[src/rtl/pmem_line_responder_if.sv]
// Line-memory bus between the cache miss path, the responder and its SRAM.
//
// Handshake: the requester raises pmem_read or pmem_write together with a
// stable pmem_address/pmem_wdata and keeps it high until it sees the
// one-cycle pmem_resp pulse. It must drop the request in the cycle after
// pmem_resp unless it wants a new transaction to start immediately. The SRAM
// side is a plain strobe: every cycle with sram_en high is one access, and
// read data returns on sram_rdata the following cycle.
interface pmem_line_responder_if;
    logic         pmem_read;
    logic         pmem_write;
    logic [15:0]  pmem_address;
    logic [127:0] pmem_wdata;
    logic [127:0] pmem_rdata;
    logic         pmem_resp;
    logic         sram_en;
    logic         sram_we;
    logic [15:0]  sram_addr;
    logic [15:0]  sram_wdata;
    logic [15:0]  sram_rdata;

    // Environment side: the requester plus the SRAM.
    modport master (
        output pmem_read, pmem_write, pmem_address, pmem_wdata, sram_rdata,
        input  pmem_rdata, pmem_resp, sram_en, sram_we, sram_addr, sram_wdata
    );

    // Responder side.
    modport slave (
        input  pmem_read, pmem_write, pmem_address, pmem_wdata, sram_rdata,
        output pmem_rdata, pmem_resp, sram_en, sram_we, sram_addr, sram_wdata
    );
endinterface

[src/rtl/pmem_line_responder.sv]
// Moves one 128-bit line per request as eight 16-bit beats to or from a
// synchronous SRAM with one-cycle read latency, then pulses pmem_resp.
module pmem_line_responder #(
    parameter int unsigned ACCESS_DELAY = 4
) (
    input  logic                   clk,
    input  logic                   rst,
    pmem_line_responder_if.slave   bus,
    output logic [2:0]             state_o
);

    typedef enum logic [2:0] {
        S_IDLE  = 3'd0,
        S_WAIT  = 3'd1,
        S_XFER  = 3'd2,
        S_DRAIN = 3'd3,
        S_RESP  = 3'd4
    } state_t;

    localparam bit         HAS_WAIT  = (ACCESS_DELAY != 0);
    localparam logic [3:0] WAIT_LAST = HAS_WAIT ? 4'(ACCESS_DELAY - 1) : 4'd0;

    state_t       state_q, state_d;
    logic [3:0]   wait_q, wait_d;
    logic [2:0]   beat_q, beat_d;
    logic [11:0]  line_q, line_d;
    logic [127:0] wdata_q, wdata_d;
    logic         rd_op_q, rd_op_d;
    logic [127:0] rdata_q;
    logic         cap_q;
    logic [2:0]   cap_beat_q;

    // Byte-offset bits of the address select nothing inside a line.
    logic unused_addr_bits;
    assign unused_addr_bits = ^bus.pmem_address[3:0];

    assign bus.pmem_rdata = rdata_q;
    assign state_o        = state_q;

    // Next-state, request latching and SRAM beat generation.
    always_comb begin
        state_d        = state_q;
        wait_d         = wait_q;
        beat_d         = beat_q;
        line_d         = line_q;
        wdata_d        = wdata_q;
        rd_op_d        = rd_op_q;
        bus.pmem_resp  = 1'b0;
        bus.sram_en    = 1'b0;
        bus.sram_we    = 1'b0;
        bus.sram_addr  = 16'd0;
        bus.sram_wdata = 16'd0;
        unique case (state_q)
            S_IDLE: begin
                if (bus.pmem_read || bus.pmem_write) begin
                    // Read wins when both are raised; the write is dropped.
                    line_d  = bus.pmem_address[15:4];
                    wdata_d = bus.pmem_wdata;
                    rd_op_d = bus.pmem_read;
                    wait_d  = 4'd0;
                    beat_d  = 3'd0;
                    state_d = HAS_WAIT ? S_WAIT : S_XFER;
                end
            end
            S_WAIT: begin
                if (wait_q == WAIT_LAST) begin
                    state_d = S_XFER;
                end else begin
                    wait_d = wait_q + 4'd1;
                end
            end
            S_XFER: begin
                bus.sram_en   = 1'b1;
                bus.sram_we   = !rd_op_q;
                bus.sram_addr = {line_q, beat_q, 1'b0};
                if (!rd_op_q) begin
                    bus.sram_wdata = wdata_q[{beat_q, 4'b0000} +: 16];
                end
                beat_d = beat_q + 3'd1;
                if (beat_q == 3'd7) begin
                    state_d = S_DRAIN;
                end
            end
            S_DRAIN: begin
                // Lets the last read beat land before responding.
                state_d = S_RESP;
            end
            S_RESP: begin
                bus.pmem_resp = 1'b1;
                state_d       = S_IDLE;
            end
            default: begin
                state_d = S_IDLE;
            end
        endcase
    end

    // FSM, counter and latched-request registers.
    always_ff @(posedge clk) begin
        if (rst) begin
            state_q <= S_IDLE;
            wait_q  <= 4'd0;
            beat_q  <= 3'd0;
            line_q  <= 12'd0;
            wdata_q <= 128'd0;
            rd_op_q <= 1'b0;
        end else begin
            state_q <= state_d;
            wait_q  <= wait_d;
            beat_q  <= beat_d;
            line_q  <= line_d;
            wdata_q <= wdata_d;
            rd_op_q <= rd_op_d;
        end
    end

    // Read-data capture: the word for beat k arrives one cycle after beat k.
    always_ff @(posedge clk) begin
        if (rst) begin
            cap_q      <= 1'b0;
            cap_beat_q <= 3'd0;
            rdata_q    <= 128'd0;
        end else begin
            cap_q      <= (state_q == S_XFER) && rd_op_q;
            cap_beat_q <= beat_q;
            if (cap_q) begin
                rdata_q[{cap_beat_q, 4'b0000} +: 16] <= bus.sram_rdata;
            end
        end
    end

endmodule

[src/flat_wrapper.sv]
// flat-port wrapper written by rule: the top's interface ports become plain ports
module pmem_line_responder_flat 
#(
    parameter int unsigned ACCESS_DELAY = 4
)
  (clk, rst, state_o, bus_pmem_read, bus_pmem_write, bus_pmem_address, bus_pmem_wdata, bus_sram_rdata, bus_pmem_rdata, bus_pmem_resp, bus_sram_en, bus_sram_we, bus_sram_addr, bus_sram_wdata);
  pmem_line_responder_if bus_i ();
  input  logic clk;
  input  logic rst;
  output logic [2:0] state_o;
  input wire logic [$bits(bus_i.pmem_read)-1:0] bus_pmem_read;
  input wire logic [$bits(bus_i.pmem_write)-1:0] bus_pmem_write;
  input wire logic [$bits(bus_i.pmem_address)-1:0] bus_pmem_address;
  input wire logic [$bits(bus_i.pmem_wdata)-1:0] bus_pmem_wdata;
  input wire logic [$bits(bus_i.sram_rdata)-1:0] bus_sram_rdata;
  output wire logic [$bits(bus_i.pmem_rdata)-1:0] bus_pmem_rdata;
  output wire logic [$bits(bus_i.pmem_resp)-1:0] bus_pmem_resp;
  output wire logic [$bits(bus_i.sram_en)-1:0] bus_sram_en;
  output wire logic [$bits(bus_i.sram_we)-1:0] bus_sram_we;
  output wire logic [$bits(bus_i.sram_addr)-1:0] bus_sram_addr;
  output wire logic [$bits(bus_i.sram_wdata)-1:0] bus_sram_wdata;
  assign bus_i.pmem_read = bus_pmem_read;
  assign bus_i.pmem_write = bus_pmem_write;
  assign bus_i.pmem_address = bus_pmem_address;
  assign bus_i.pmem_wdata = bus_pmem_wdata;
  assign bus_i.sram_rdata = bus_sram_rdata;
  assign bus_pmem_rdata = bus_i.pmem_rdata;
  assign bus_pmem_resp = bus_i.pmem_resp;
  assign bus_sram_en = bus_i.sram_en;
  assign bus_sram_we = bus_i.sram_we;
  assign bus_sram_addr = bus_i.sram_addr;
  assign bus_sram_wdata = bus_i.sram_wdata;
  pmem_line_responder #(.ACCESS_DELAY(ACCESS_DELAY)) u_core (.clk(clk), .rst(rst), .bus(bus_i), .state_o(state_o));
endmodule
[config.mk]
export PLATFORM = sky130hd
export DESIGN_NAME = pmem_line_responder_flat
export DESIGN_NICKNAME = d
export VERILOG_FILES = /design/src/rtl/pmem_line_responder_if.sv /design/src/rtl/pmem_line_responder.sv /design/src/flat_wrapper.sv
export SDC_FILE = /design/constraint.sdc
export NUM_CORES = 1
export LEC_CHECK = 0
export CORE_MARGIN = 2
export CORE_UTILIZATION = 65
export DETAILED_ROUTE_END_ITERATION = 6
export DONT_BUFFER_PORTS = 1
export PLACE_DENSITY_LB_ADDON = 0.3
export SLEW_MARGIN = 10
export SYNTH_ARGS = -nofsm -noshare
export SYNTH_HDL_FRONTEND = slang
export SYNTH_SLANG_ARGS = --single-unit
[constraint.sdc]
create_clock -name clk -period 3.72 [get_ports clk]
set_input_delay 0.93 -clock clk [delete_from_list [all_inputs] [get_ports clk]]
set_output_delay 0.93 -clock clk [all_outputs]
set_load 0.005 [all_outputs]
==> Word-level counts from Yosys, hierarchy flattened <==
Index checks and enable logic that the tools add are counted.
{ "word_totals": {"register_bits": 283, "latchBits": 0, "mem_bits_rw": 0, "rom_bits": 0, "n_memories": 0} }
{ "op_classes": {"addsub": 3, "multipliers": 0, "div": 0, "magnitude_cmp": 0, "eq_ne": 10, "n_shift": 3, "n_mux": 16, "bitwise_logic": 0, "reduce_logical": 10} }
{ "op_table": {"columns": ["cell", "n"], "rows": [
  ["bitwise mux 128 bit", 1],
  ["variable shift 16 x 9 -> 128 bit (first input constant)", 1],
  ["indexed part select 128 x 8 -> 16 bit", 1],
  ["indexed part select 16 x 9 -> 128 bit", 1],
  ["2-to-1 mux 16 bit", 3],
  ["2-to-1 mux 3 bit", 4],
  ["case mux 3 bit (4 select lines)", 1],
  ["negator 7 -> 9 bit", 1],
  ["2-to-1 mux 4 bit", 2],
  ["case mux 4 bit (2 select lines)", 1],
  ["== test 3 x 2 -> 1 bit (second input constant)", 2],
  ["== test 3 bit (second input constant)", 2],
  ["!= test 2 x 1 -> 1 bit (second input constant)", 3],
  ["case mux 3 bit (2 select lines)", 1],
  ["AND reduction 3 bit", 2],
  ["adder 4 x 1 -> 4 bit (second input constant)", 1],
  ["== test 4 x 2 -> 1 bit (second input constant)", 1],
  ["AND reduction 2 bit", 2],
  ["nonzero test 2 bit", 2],
  ["adder 3 x 1 -> 3 bit (second input constant)", 1],
  ["== test 3 x 1 -> 1 bit (second input constant)", 1],
  ["zero test 3 bit", 1],
  ["2-to-1 mux 1 bit", 3],
  ["!= test 2 bit (second input constant)", 1],
  ["other kinds (3)", 3]
]} }

==> Logic depth before layout (Yosys ltp) <==
{ "depth": {"word_depth": 3, "ltp_mapped": 12, "depth_no_buf": 6} }

==> Worst setup path before layout <==
OpenSTA, ideal clock, no wires.
{ "synth_path": {"path_type": "reg-to-output", "start": "reg u_core.beat_q[0]", "end": "out bus_sram_wdata[10]", "t_arrival_ns": 1.625, "t_required_ns": 2.790, "slack_ns": 1.165, "path_stages_with_launch": 5, "n_path_buf": 2, "path_cell_list": "dfxtp_1 buf_2 buf_2 mux4_2 a22o_1"} }
{ "synth_via": {"elab_chain_cells": 3} }
{ "synth_lines": {"columns": ["element", "line_no", "rtl"], "rows": [
  ["from (decl)", "pmem_line_responder.sv:25", "logic [2:0] beat_q, beat_d;"],
  ["from (signal assigned)", "pmem_line_responder.sv:110", "beat_q <= beat_d;"],
  ["indexed part select 128 x 8 -> 16 bit", "pmem_line_responder.sv:77", "bus.sram_wdata = wdata_q[{beat_q, 4'b0000} +: 16];"],
  ["2-to-1 mux 16 bit", "pmem_line_responder.sv:76", "if (!rd_op_q) begin"],
  ["2-to-1 mux 16 bit", "pmem_line_responder.sv:53", "unique case (state_q)"],
  ["to (decl)", "flat_wrapper.sv:21", "output wire logic [$bits(bus_i.sram_wdata)-1:0] bus_sram_wdata;"]
]} }
No other way between the ends.

==> Final worst setup path <==
{ "layout_path": {"start": "reg u_core.state_q[1] (netlist: u_core.state_o[1])", "end": "out bus_sram_wdata[8]"} }
{ "layout_via": {"elab_chain_cells": 2} }
{ "layout_lines": {"columns": ["element", "line_no", "rtl"], "rows": [
  ["from (decl)", "pmem_line_responder.sv:23", "state_t state_q, state_d;"],
  ["from (signal assigned)", "pmem_line_responder.sv:108", "state_q <= state_d;"],
  ["== test 3 x 2 -> 1 bit", "pmem_line_responder.sv:53", null],
  ["2-to-1 mux 16 bit", "pmem_line_responder.sv:53", null]
]} }
No other way between the ends.

==> impl_metrics.tcl <==
set metrics [dict create \
    track_usage 0.331 \
    slew_violations 0 \
    postCtsSetupBuffers 0 \
    routed_wl_um 35000 \
    antenna_found_initial 2 \
    grt_pass1_wl_um 53000 \
    nets 1453 \
    synth.area.mux_share 0.0847 \
    outcome "finished, final reports clean" \
    yosys.area_share.xor_xnor 0 \
    fp.dieArea_um2 20000 \
    yosysTopAreaCell "dfxtp_1" \
    syn_inst 1390 \
    clk_path_buf_depth 3 \
    ir_drop_mv 0.441 \
    cts_tree "built" \
    grt_max_degree 301 \
    drt.antenna.violating_nets 0 \
    finalSetupViolations 0 \
    path_clk_slew_ps 60 \
    relSlewSlack 0.339 \
    multi_input_area_um2 5890 \
    ys_ff_latch 283 \
    critPathArrivalTime_ps 2420 \
    syn_area_per_cell_um2 8.84 \
    vias_per_cell 6.84 \
    die_width_um 142 \
    synth-simple-area-share 0.170 \
    max_freq_mhz 299 \
    synth_area_leaders "dfxtp_1 46%, a21oi_1 9.8%, o21ai_0 8.4%" \
    numCtsBuffers 29 \
    hold_class "primary input to flip-flop" \
    fp.coreArea_um2 18600 \
    dp_hpwl_um 22500 \
    fin_crit_ps 3350 \
    cp_max_fo 16 \
    grt_setup_unrepaired "no" \
    drcViolationCount 0 \
    cts_max_level 1 \
    synth.most_common_cell "dfxtp_1" \
    grt_pass1_vias 9461 \
    cts.sinks 283 \
    drt-wirelength-per-cell_um 22.8 \
    gr-total-overflow 0 \
    synth_compound_area_frac 0.216 \
    synth.yosys.warnings 0 \
    synth_top_family_by_area "compound AO/OA/AOI/OAI gates" \
    finalCritPeriodShare 0.899 \
    syn-num-nets 1560 \
    gp_congestion 0.825 \
    synthToLayoutAreaGrowth_pct 5.70 \
    postSynth.asyncResetShare 0 \
    total_power_mw 6.34 \
    yosysUniqueCellTypes 54 \
    yosys.area.top_type_share 0.461 \
    hold_viol 0 \
    initial_core_util 0.659 \
    cp.required_ps 2790 \
    firstDrtPassIters 5 \
    root_buffer "clkbuf_16" \
    worst_setup_path_end_kind "primary output" \
    cts_resized 0 \
    final_cells 1535 \
    startpoint_type "flip-flop" \
    synth_edf_count 0 \
    drt_iter0_markers 1131 \
    drive_gt1_frac 0.0869 \
    regArea_um2 5670 \
    crit_type "flip-flop to primary output" \
    core.rowCount 50 \
    synth_area_um2 12300 \
    hold_buffers 0 \
    insertion_delay_ps 540 \
    finalSetupTns_ps 0 \
    leakage_nw 4.36 \
    cap_viol_max_count 0 \
    dp.cells 1486 \
    synthTopCellsByCount "283 x dfxtp_1, 241 x a21oi_1, 206 x o21ai_0, 183 x nand3_1, 106 x clkbuf_1" \
    worst_pin_slew_ps 991 \
    yosysSeqAreaShare 0.461 \
    fill_cells 1459 \
    dr_total_vias 10500 \
    io_buffers 0 \
    clock_skew_ps 13.8 \
    synth_fa_ha_area_frac 0.00611 \
    ios 330 \
    dieHeight_um 142 \
    power.density_nw_per_um2 488 \
    synth-main-ff-cell "dfxtp_1" \
]
==> layout make-up <==
type / count / share of cell area
Clock inverter: 7 / 0.00530
Timing Repair Buffer: 23 / 0.0162
Sequential cell: 283 / 0.436
Inverter: 8 / 0.00231
Antenna cell: 1 / 0.000193
Multi-Input combinational cell: 938 / 0.453
Clock buffer: 41 / 0.0639
Tap cell: 234 / 0.0225
==> layout by cell type, fill, tap and decap left out, types with 8 or more instances in the layout <==
cell	count
o21ai_1	34
a21oi_1	241
inv_1	8
nand4_1	49
mux2i_1	32
dfxtp_1	281
nand2b_1	54
o21ai_0	206
nand3_1	183
clkbuf_16	29
mux4_2	32
and2_1	16
a22o_1	16
buf_4	20
==> metrics by stage <==
stage | utilization | area, um2 | worst slack (ps) | hold WS (ps)
finish | 0.697 | 13000 | 374 | 465
global placement | 0.649 | 12100 | 953 | 451
floorplan | - | 12300 | 1170 | 449
detailed placement | 0.649 | 12100 | 904 | 456
CTS | 0.697 | 13000 | 372 | 447
global route | 0.697 | 13000 | 251 | 455
==> sequential cells by signal, summed over array words and instances, names as in the netlist <==
name / flops
u_core.beat_q: 3
u_core.cap_beat_q: 3
u_core.rd_op_q: 1
u_core.state_o: 3
u_core.wdata_q: 128
u_core.wait_q: 4
u_core.line_q: 12
u_core.cap_q: 1
u_core.bus.pmem_rdata: 128
==> power by group <==
group	internal (mW)	switching (mW)
logic	0.142	0.218
registers	3.14	0.0596
clock network	1.61	1.17
total	4.89	1.45
==> worst paths after layout <==
kind                                      startpoint                   endpoint  slack (ps)  depth (start not counted)
worst max register to register  u_core.cap_beat_q[0]  u_core.bus.pmem_rdata[39]         880                          8
worst max-delay path               u_core.state_o[1]          bus_sram_wdata[8]         370                          3
worst min register to register      u_core.line_q[2]           u_core.line_q[2]         470                          2
worst min-delay path                             rst           u_core.line_q[3]         460                          1
==> critical path: stages (launching register included) <==
cell and delay [ps]:
dfxtp_1 340, or3b_1 530, nor3b_4 660, a22o_1 340
==> metal layers <==
layer,share of wire,routed length (um),global-route usage,vias to the layer above
met1,0.37,13000,0.413,5018
met4,0.039,1370,0.142,2
met3,0.12,4110,0.105,79
met2,0.47,16500,0.532,547
li1,-,-,-,4850
met5,0.00051,18,0,-
==> cells by family (layout without fill, tap and decap cells) <==
group | after synthesis | count (layout)
other cells | 1 | 2
buf+inv | 169 | 79
fa+ha+maj | 6 | 6
mux | 64 | 64
simple gates | 358 | 358
flops | 283 | 283
compound gates | 509 | 509
(Power assumes the default switching activity.)
